**src/rtl/counter_trend_monitor_pkg.sv**
```systemverilog
// counter_trend_pkg: trend FSM states, decoded step kinds and the step-to-state mapping.
package counter_trend_pkg;
    localparam int STATE_W = 2;
    typedef enum logic [STATE_W-1:0] {STABLE = 2'd0, UP = 2'd1, DOWN = 2'd2, FAULT = 2'd3} trend_state_e;
    typedef enum logic [1:0] {STEP_NONE = 2'd0, STEP_UP = 2'd1, STEP_DN = 2'd2, STEP_ERR = 2'd3} step_e;
    function automatic trend_state_e step_to_state(step_e s);
        return s == STEP_UP ? UP : s == STEP_DN ? DOWN : s == STEP_ERR ? FAULT : STABLE;
    endfunction
endpackage

```
**src/rtl/counter_trend_monitor_if.sv**
```systemverilog
// counter_trend_monitor_if: detector flags in, trend status out; max_run exists only with TREND_STATS_EN.
interface counter_trend_monitor_if #(parameter int RUN_W = 8, parameter int ERR_W = 8);
    import counter_trend_pkg::*;
    logic valid, incr, decr, error, clear;
    trend_state_e state;
    logic [RUN_W-1:0] run_len;
    logic up_trend, down_trend;
    logic [ERR_W-1:0] err_count;
    logic alarm;
`ifdef TREND_STATS_EN
    logic [RUN_W-1:0] max_run;
    modport master(output valid, incr, decr, error, clear,
                   input state, run_len, up_trend, down_trend, err_count, alarm, max_run);
    modport slave(input valid, incr, decr, error, clear,
                  output state, run_len, up_trend, down_trend, err_count, alarm, max_run);
`else
    modport master(output valid, incr, decr, error, clear,
                   input state, run_len, up_trend, down_trend, err_count, alarm);
    modport slave(input valid, incr, decr, error, clear,
                  output state, run_len, up_trend, down_trend, err_count, alarm);
`endif
endinterface

```
**src/rtl/counter_trend_monitor_sat_counter.sv**
```systemverilog
// sat_counter: saturating counter with sync zero and load-to-one; exposes its next value for look-ahead flags.
module sat_counter #(parameter int W = 8) (
    input  logic         clk,
    input  logic         reset_n,
    input  logic         clear_i,
    input  logic         load1_i,
    input  logic         inc_i,
    output logic [W-1:0] count_o,
    output logic [W-1:0] next_o
);
    logic [W-1:0] count_q, count_d;
    always_comb
        count_d = clear_i ? '0 : load1_i ? W'(1) : (inc_i && count_q != '1) ? count_q + W'(1) : count_q;
    always_ff @(posedge clk or negedge reset_n)
        if (!reset_n) count_q <= '0;
        else count_q <= count_d;
    assign count_o = count_q;
    assign next_o  = count_d;
endmodule

```
**src/rtl/counter_trend_monitor.sv**
```systemverilog
// counter_trend_monitor: trend FSM, run-length and error counters behind the counter detector.
// Optional TREND_STATS_EN adds max_run, the largest run_len ever registered.
module counter_trend_monitor
    import counter_trend_pkg::*;
#(
    parameter int RUN_W      = 8,
    parameter int RUN_THRESH = 4,
    parameter int ERR_W      = 8,
    parameter int ERR_LIMIT  = 3
) (
    input  logic clk,
    input  logic reset_n,
    counter_trend_monitor_if.slave bus
);
    trend_state_e state_q, state_d;
    step_e step;
    logic [RUN_W-1:0] run_q, run_d;
    logic [ERR_W-1:0] err_q, err_d;
    logic up_q, up_d, dn_q, dn_d, alarm_q, alarm_d;
    logic same_dir, run_clr, run_ld, run_inc, err_inc;
    always_comb begin
        step     = (bus.error || (bus.incr && bus.decr)) ? STEP_ERR :
                   bus.incr ? STEP_UP : bus.decr ? STEP_DN : STEP_NONE;
        same_dir = (step == STEP_UP && state_q == UP) || (step == STEP_DN && state_q == DOWN);
        run_clr  = bus.clear || (bus.valid && (step == STEP_NONE || step == STEP_ERR));
        run_ld   = bus.valid && !same_dir && (step == STEP_UP || step == STEP_DN);
        run_inc  = bus.valid && same_dir;
        err_inc  = bus.valid && step == STEP_ERR;
    end
    sat_counter #(.W(RUN_W)) u_run (
        .clk(clk), .reset_n(reset_n), .clear_i(run_clr), .load1_i(run_ld), .inc_i(run_inc),
        .count_o(run_q), .next_o(run_d)
    );
    sat_counter #(.W(ERR_W)) u_err (
        .clk(clk), .reset_n(reset_n), .clear_i(bus.clear), .load1_i(1'b0), .inc_i(err_inc),
        .count_o(err_q), .next_o(err_d)
    );
    // Flags are derived from next-state values so they line up with state/run_len on the same edge.
    always_comb begin
        state_d = bus.clear ? STABLE : bus.valid ? step_to_state(step) : state_q;
        up_d    = state_d == UP && run_d >= RUN_W'(RUN_THRESH);
        dn_d    = state_d == DOWN && run_d >= RUN_W'(RUN_THRESH);
        alarm_d = !bus.clear && (alarm_q || err_d >= ERR_W'(ERR_LIMIT));
    end
    always_ff @(posedge clk or negedge reset_n)
        if (!reset_n) begin
            state_q <= STABLE;
            up_q    <= 1'b0;
            dn_q    <= 1'b0;
            alarm_q <= 1'b0;
        end else begin
            state_q <= state_d;
            up_q    <= up_d;
            dn_q    <= dn_d;
            alarm_q <= alarm_d;
        end
    assign bus.state      = state_q;
    assign bus.run_len    = run_q;
    assign bus.up_trend   = up_q;
    assign bus.down_trend = dn_q;
    assign bus.err_count  = err_q;
    assign bus.alarm      = alarm_q;
`ifdef TREND_STATS_EN
    logic [RUN_W-1:0] max_q, max_d;
    always_comb max_d = bus.clear ? '0 : run_d > max_q ? run_d : max_q;
    always_ff @(posedge clk or negedge reset_n)
        if (!reset_n) max_q <= '0;
        else max_q <= max_d;
    assign bus.max_run = max_q;
`endif
endmodule

```
**src/flat_wrapper.sv**
```systemverilog
// flat-port wrapper written by rule: the top's interface ports become plain ports
module counter_trend_monitor_flat import counter_trend_pkg::*;
#(
    parameter int RUN_W      = 8,
    parameter int RUN_THRESH = 4,
    parameter int ERR_W      = 8,
    parameter int ERR_LIMIT  = 3
)
  (clk, reset_n, bus_valid, bus_incr, bus_decr, bus_error, bus_clear, bus_state, bus_run_len, bus_up_trend, bus_down_trend, bus_err_count, bus_alarm);
  counter_trend_monitor_if #(.RUN_W(RUN_W), .ERR_W(ERR_W)) bus_i ();
  input  logic clk;
  input  logic reset_n;
  input wire logic [$bits(bus_i.valid)-1:0] bus_valid;
  input wire logic [$bits(bus_i.incr)-1:0] bus_incr;
  input wire logic [$bits(bus_i.decr)-1:0] bus_decr;
  input wire logic [$bits(bus_i.error)-1:0] bus_error;
  input wire logic [$bits(bus_i.clear)-1:0] bus_clear;
  output wire logic [$bits(bus_i.state)-1:0] bus_state;
  output wire logic [$bits(bus_i.run_len)-1:0] bus_run_len;
  output wire logic [$bits(bus_i.up_trend)-1:0] bus_up_trend;
  output wire logic [$bits(bus_i.down_trend)-1:0] bus_down_trend;
  output wire logic [$bits(bus_i.err_count)-1:0] bus_err_count;
  output wire logic [$bits(bus_i.alarm)-1:0] bus_alarm;
  assign bus_i.valid = bus_valid;
  assign bus_i.incr = bus_incr;
  assign bus_i.decr = bus_decr;
  assign bus_i.error = bus_error;
  assign bus_i.clear = bus_clear;
  assign bus_state = bus_i.state;
  assign bus_run_len = bus_i.run_len;
  assign bus_up_trend = bus_i.up_trend;
  assign bus_down_trend = bus_i.down_trend;
  assign bus_err_count = bus_i.err_count;
  assign bus_alarm = bus_i.alarm;
  counter_trend_monitor #(.RUN_W(RUN_W), .RUN_THRESH(RUN_THRESH), .ERR_W(ERR_W), .ERR_LIMIT(ERR_LIMIT)) u_core (.clk(clk), .reset_n(reset_n), .bus(bus_i));
endmodule
```
**config.mk**
```make
export PLATFORM = sky130hd
export DESIGN_NAME = counter_trend_monitor_flat
export DESIGN_NICKNAME = d
export VERILOG_FILES = /design/src/rtl/counter_trend_monitor_pkg.sv /design/src/rtl/counter_trend_monitor_if.sv /design/src/rtl/counter_trend_monitor_sat_counter.sv /design/src/rtl/counter_trend_monitor.sv /design/src/flat_wrapper.sv
export SDC_FILE = /design/constraint.sdc
export NUM_CORES = 1
export LEC_CHECK = 0
export CAP_MARGIN = 20
export CORE_MARGIN = 2
export CORE_UTILIZATION = 50
export CTS_BUF_LIST = sky130_fd_sc_hd__clkbuf_8
export DETAILED_ROUTE_END_ITERATION = 12
export PLACE_DENSITY_LB_ADDON = 0.25
export SKIP_CTS_REPAIR_TIMING = 1
export SLEW_MARGIN = 25
export SYNTH_ARGS = -nofsm -noshare
export SYNTH_HDL_FRONTEND = slang
export SYNTH_SLANG_ARGS = --single-unit
```
**constraint.sdc**
```tcl
create_clock -name clk -period 4.7 [get_ports clk]
set_input_delay 0.47 -clock clk [delete_from_list [all_inputs] [get_ports clk]]
set_output_delay 0.47 -clock clk [all_outputs]
set_load 0.01 [all_outputs]
```
* After elaboration in Yosys (flattened, before gate mapping)
Index checks and enable logic that the tools add are counted.
Operators by class: mux-type cells 13, reduce and logical (&&, ||, !) cells 22, $lt $le $gt $ge 2, $add $sub $neg 2, equal/unequal tests 9
Operators with widths (count):
- $mux 8 | 5
- $add 8x1->8 const B | 2
- $mux 2 | 8
- $ne 8x8->1 const B | 2
- $logic_and 1x1->1 | 13
- $eq 2x2->1 const B | 4
- $ge 8x2->1 const B | 1
- $ge 8x3->1 const B | 1
- $eq 2x1->1 const B | 3
- $logic_or 1x1->1 | 6
- $logic_not 1->1 | 2
- $logic_not 2->1 | 1
Word-level totals: input port bits 7, register bits 21

* Depth between registers and ports, before layout
depth in word-level cells 13, gate-level depth with buffers 9, depth with buffers taken out 8

* Cells and area by module
From an unflattened synthesis, not the netlist that was laid out.
Second synthesis, totals: cell total of the unflattened synthesis 141, area total of the unflattened synthesis 1333.8 sq um
By module, submodules not included:
- sat_counter | sequential area each 200.2 sq um, area an instance 488.0 sq um, times used 2, cells an instance 52
- counter_trend_monitor | sequential area each 125.1 sq um, area an instance 357.8 sq um, times used 1, cells an instance 37

* Least setup slack after synthesis
OpenSTA, ideal clock, no wires.
path kind input -> register, start in bus_error, end reg u_core.alarm_q, in the netlist u_core.bus.alarm, path slack 2.413 ns, stages on the path 8, required time 4.571 ns, arrival time 2.157 ns, cell sequence or2_2 -> ha_1 -> and3_4 -> buf_6 -> a31oi_1 -> a311oi_1 -> or3_1 -> o41a_1
Between the ends: cells in the longest elaborated chain, start to end 10
RTL lines:
- from (decl) | RTL line flat_wrapper.sv:16 | input wire logic [$bits(bus_i.error)-1:0] bus_error;
- $logic_or 1x1->1 | RTL line counter_trend_monitor.sv:22 | step = (bus.error || (bus.incr && bus.decr)) ? STEP_ERR :
- $mux 2 | RTL line counter_trend_monitor.sv:22
- $eq 2x2->1 | RTL line counter_trend_monitor.sv:28 | err_inc = bus.valid && step == STEP_ERR;
- $logic_and 1x1->1 | RTL line counter_trend_monitor.sv:28
- $logic_and 1x1->1 | RTL line counter_trend_monitor_sat_counter.sv:13 | count_d = clear_i ? '0 : load1_i ? W'(1) : (inc_i && count_q != '1) ? count_q + W'(1) : count_q;
- $mux 8 (2 in series) | RTL line counter_trend_monitor_sat_counter.sv:13
- via u_core.err_d[3] | RTL line counter_trend_monitor.sv:18 | logic [ERR_W-1:0] err_q, err_d;
- $ge 8x2->1 | RTL line counter_trend_monitor.sv:43 | alarm_d = !bus.clear && (alarm_q || err_d >= ERR_W'(ERR_LIMIT));
- $logic_or 1x1->1 | RTL line counter_trend_monitor.sv:43
- $logic_and 1x1->1 | RTL line counter_trend_monitor.sv:43
- via u_core.alarm_d | RTL line counter_trend_monitor.sv:19 | logic up_q, up_d, dn_q, dn_d, alarm_q, alarm_d;
- to (signal assigned) | RTL line counter_trend_monitor.sv:55 | alarm_q <= alarm_d;
- to (decl) | RTL line counter_trend_monitor.sv:19
The timed path passes the listed nets, and every way through them passes these cells.

* Final worst setup path
Ends and elaborated chain as after synthesis.

==> results.md <==
- LEAKAGE: 0.750 nW
- Min Tclk post-route: ~2.5 ns
- Area grow syn2layout: 21.5%
- Root buffer cell: clkbuf_8
- Remaining routing DRC violations: 0
- Prevailing post-synth register cell: dfrtp_1
- Share of the synthesized area in the top cell type: between 30% and 40%
- R2r startpoint: u_core.u_err.count_o[0]$_DFF_PN0_
- Maxcap violations: 0
- TritonRoute pass-1 iters: 4
- Setup crit start kind: input pin
- Clock tree sinks: 21
- Htree depth: 1
- Slew Viols, Final: 0
- Hold slack: between 0.15 and 0.2 ns
- Post-DP HPWL: roughly 2200 um
- Clk_skew: ~0.0011 ns
- GP Congestion: roughly 0.9
- Internal reg-to-reg setup slack: ~2.6 ns
- Initial Util: about half
- Pin count of the biggest net entering global routing: 22
- List of most frequent post-synthesis cells: dfrtp_1, nor2_1, nand2_1
- CTS tree: built
- CP Max Fanout: 7
- Drt total wl: 3020 um
- NumNets Final: 187
- HP Class: in2async
- Syn_nets: 163
- Final Hold Fails: 0
- Pwr Density: 206 nW/um^2
- Gr ovfl total: 0
- Beginning of the critical path: bus_error
- CP Data Required Time: 4.84 ns
- Ant diodes: 0
- Most frequent cell after synthesis: dfrtp_1
- Reg-to-reg endpoint: u_core.bus.alarm$_DFF_PN0_
- Async set or reset register ratio after synthesis: 100%
- Antenna violations before repair: 0
- DR WL/cell: between 10 and 15 um
- Vias per Instance: approximately 6
- Syn_area_per_cell: 9.21 um^2
- Final period util: a little over half
- Synthesized flop and latch total: 21
- Total core area: roughly 2700 um^2
- Crit end category: flop
- Max-slew headroom: 65.2%
- CP Data Arrival Time: ~2.7 ns
- RSZ-0062 raised after global routing: false
- I/O Buffers: 27
- Die Y: around 57 um
- Row count: 19
- Worst r2r path cells: 6
- Vias in the first global route: approximately 1100
- Die area: approximately 3200 um^2
- Global-route wire length before repair: about 5100 um
- DR iter-0 viols: 53
- Cts bufs inserted: 3
- Skew-Pair Late Insertion Delay: 0.25 ns
- Vias: approximately 1200
- Status: completed
- Fmax: approximately 390 MHz
- Clock transition at the registers of the reported paths: around 0.07 ns
- Yosys top cell by area: dfrtp_1
- Die W: ~57 um
- Layout cell share with drive strength beyond 1: around 7%
- Distinct cell type count of the synthesized netlist: 44
- Post-Synthesis Cells: between 150 and 200
- Peak VDD IR: about 0.13 mV
- CTS max path bufs: 2
- Gr usage total: 19.9%
- EDFF count, synth: 0
- Synth top area cells: dfrtp_1, mux2i_1, nor2_1, ha_1, nand2_1
- Setup TNS: 0 ns
- Setup-failing EPs final: 0
- Sequential share of the synthesized area: between 30% and 40%
- ANT nets after route: 0
- Mapped cell area: roughly 1400 um^2
- # IOs: 28
- Ys Warns: 0
- Kind of critical path: in2reg
- Least-Margin Pin Slew: ~0.52 ns
[sequential cells by signal (all words and copies together) (netlist names)]
register               count
u_core.bus.alarm           1
u_core.bus.down_trend      1
u_core.bus.state           2
u_core.bus.up_trend        1
u_core.u_err.count_o       8
u_core.u_run.count_o       8
[power by group]
group	total, mW	internal [mW]	switching (mW)
combinational	0.0435	0.0205	0.0230
clock	0.114	0.0589	0.0555
sequential	0.191	0.184	0.00659
[cells in the final DEF (no fill, tap or decap), types with 2 or more instances in the layout]
cell type,instances
nor3_1,4
xor2_1,4
a211oi_1,3
clkbuf_8,3
nor2_1,18
a311oi_1,3
clkdlybuf4s50_1,26
dfrtp_1,21
and4_1,2
ha_1,5
nand4b_1,3
nand4_1,3
and4b_1,2
nand2b_1,2
nand2_1,14
a21oi_1,6
inv_1,4
nand3_1,6
o21ai_0,3
and3_1,7
a31oi_1,4
mux2i_1,8
or3_1,2
[area by class of cell]
cell class	count	area, um^2
Inverter	4	15.0
Clock buffer	3	41.3
Multi-Input combinational cell	118	800
Timing Repair Buffer	27	265
Clock inverter	1	5.00
Tap cell	31	38.8
Fill cell	239	1020
Sequential cell	21	526
[worst max path at each step]
stage | endpoint | slack [ns] | cells past startpoint
after floorplan | u_core.bus.alarm$_DFF_PN0_ | 2.41 | 8
after global placement | u_core.bus.alarm$_DFF_PN0_ | 1.98 | 8
after CTS | u_core.bus.alarm$_DFF_PN0_ | 2.19 | 8
final | u_core.bus.alarm$_DFF_PN0_ | 2.17 | 8
after detailed placement | u_core.bus.alarm$_DFF_PN0_ | 1.92 | 8
after global routing | u_core.bus.down_trend$_DFF_PN0_ | 2.08 | 9
[worst max-delay path: stages]
cell	delay, ns
clkdlybuf4s50_1	0.41
or2_2	0.34
ha_1	0.26
and3_4	0.24
a31oi_1	0.17
a311oi_1	0.09
or3_1	0.38
o41a_1	0.31
[metal layers]
layer	GRT usage, %	up-vias	wire length, um
met2	35.2	40	1560
met5	0	-	0
li1	-	600	-
met4	6.64	0	37
met3	2.07	6	144
met1	25.1	579	1280
[through the flow]
stage | utilization [%] | setup slack (ns) | instances | power, mW | area [um^2]
after detailed placement | 60.8 | 1.92 | 201 | 0.238 | 1650
after CTS | 62.6 | 2.19 | 205 | 0.355 | 1700
after global placement | 60.8 | 1.98 | 201 | 0.237 | 1650
final | 62.4 | 2.17 | 205 | 0.349 | 1690
after global routing | 62.4 | 2.08 | 205 | 0.368 | 1690
after floorplan | - | 2.41 | 151 | 0.216 | 1390
[cell families after synthesis]
kind of cell / share of synthesized area [%]
flip-flops: 37.8
AO/OA/AOI/OAI: 13.8
buffers and inverters: 4.77
AND/OR/NAND/NOR: 29.2
multiplexers: 6.83
adder cells (fa/ha/maj): 4.50
XOR/XNOR: 3.15
No activity file was read; power rests on OpenSTA's default activity.
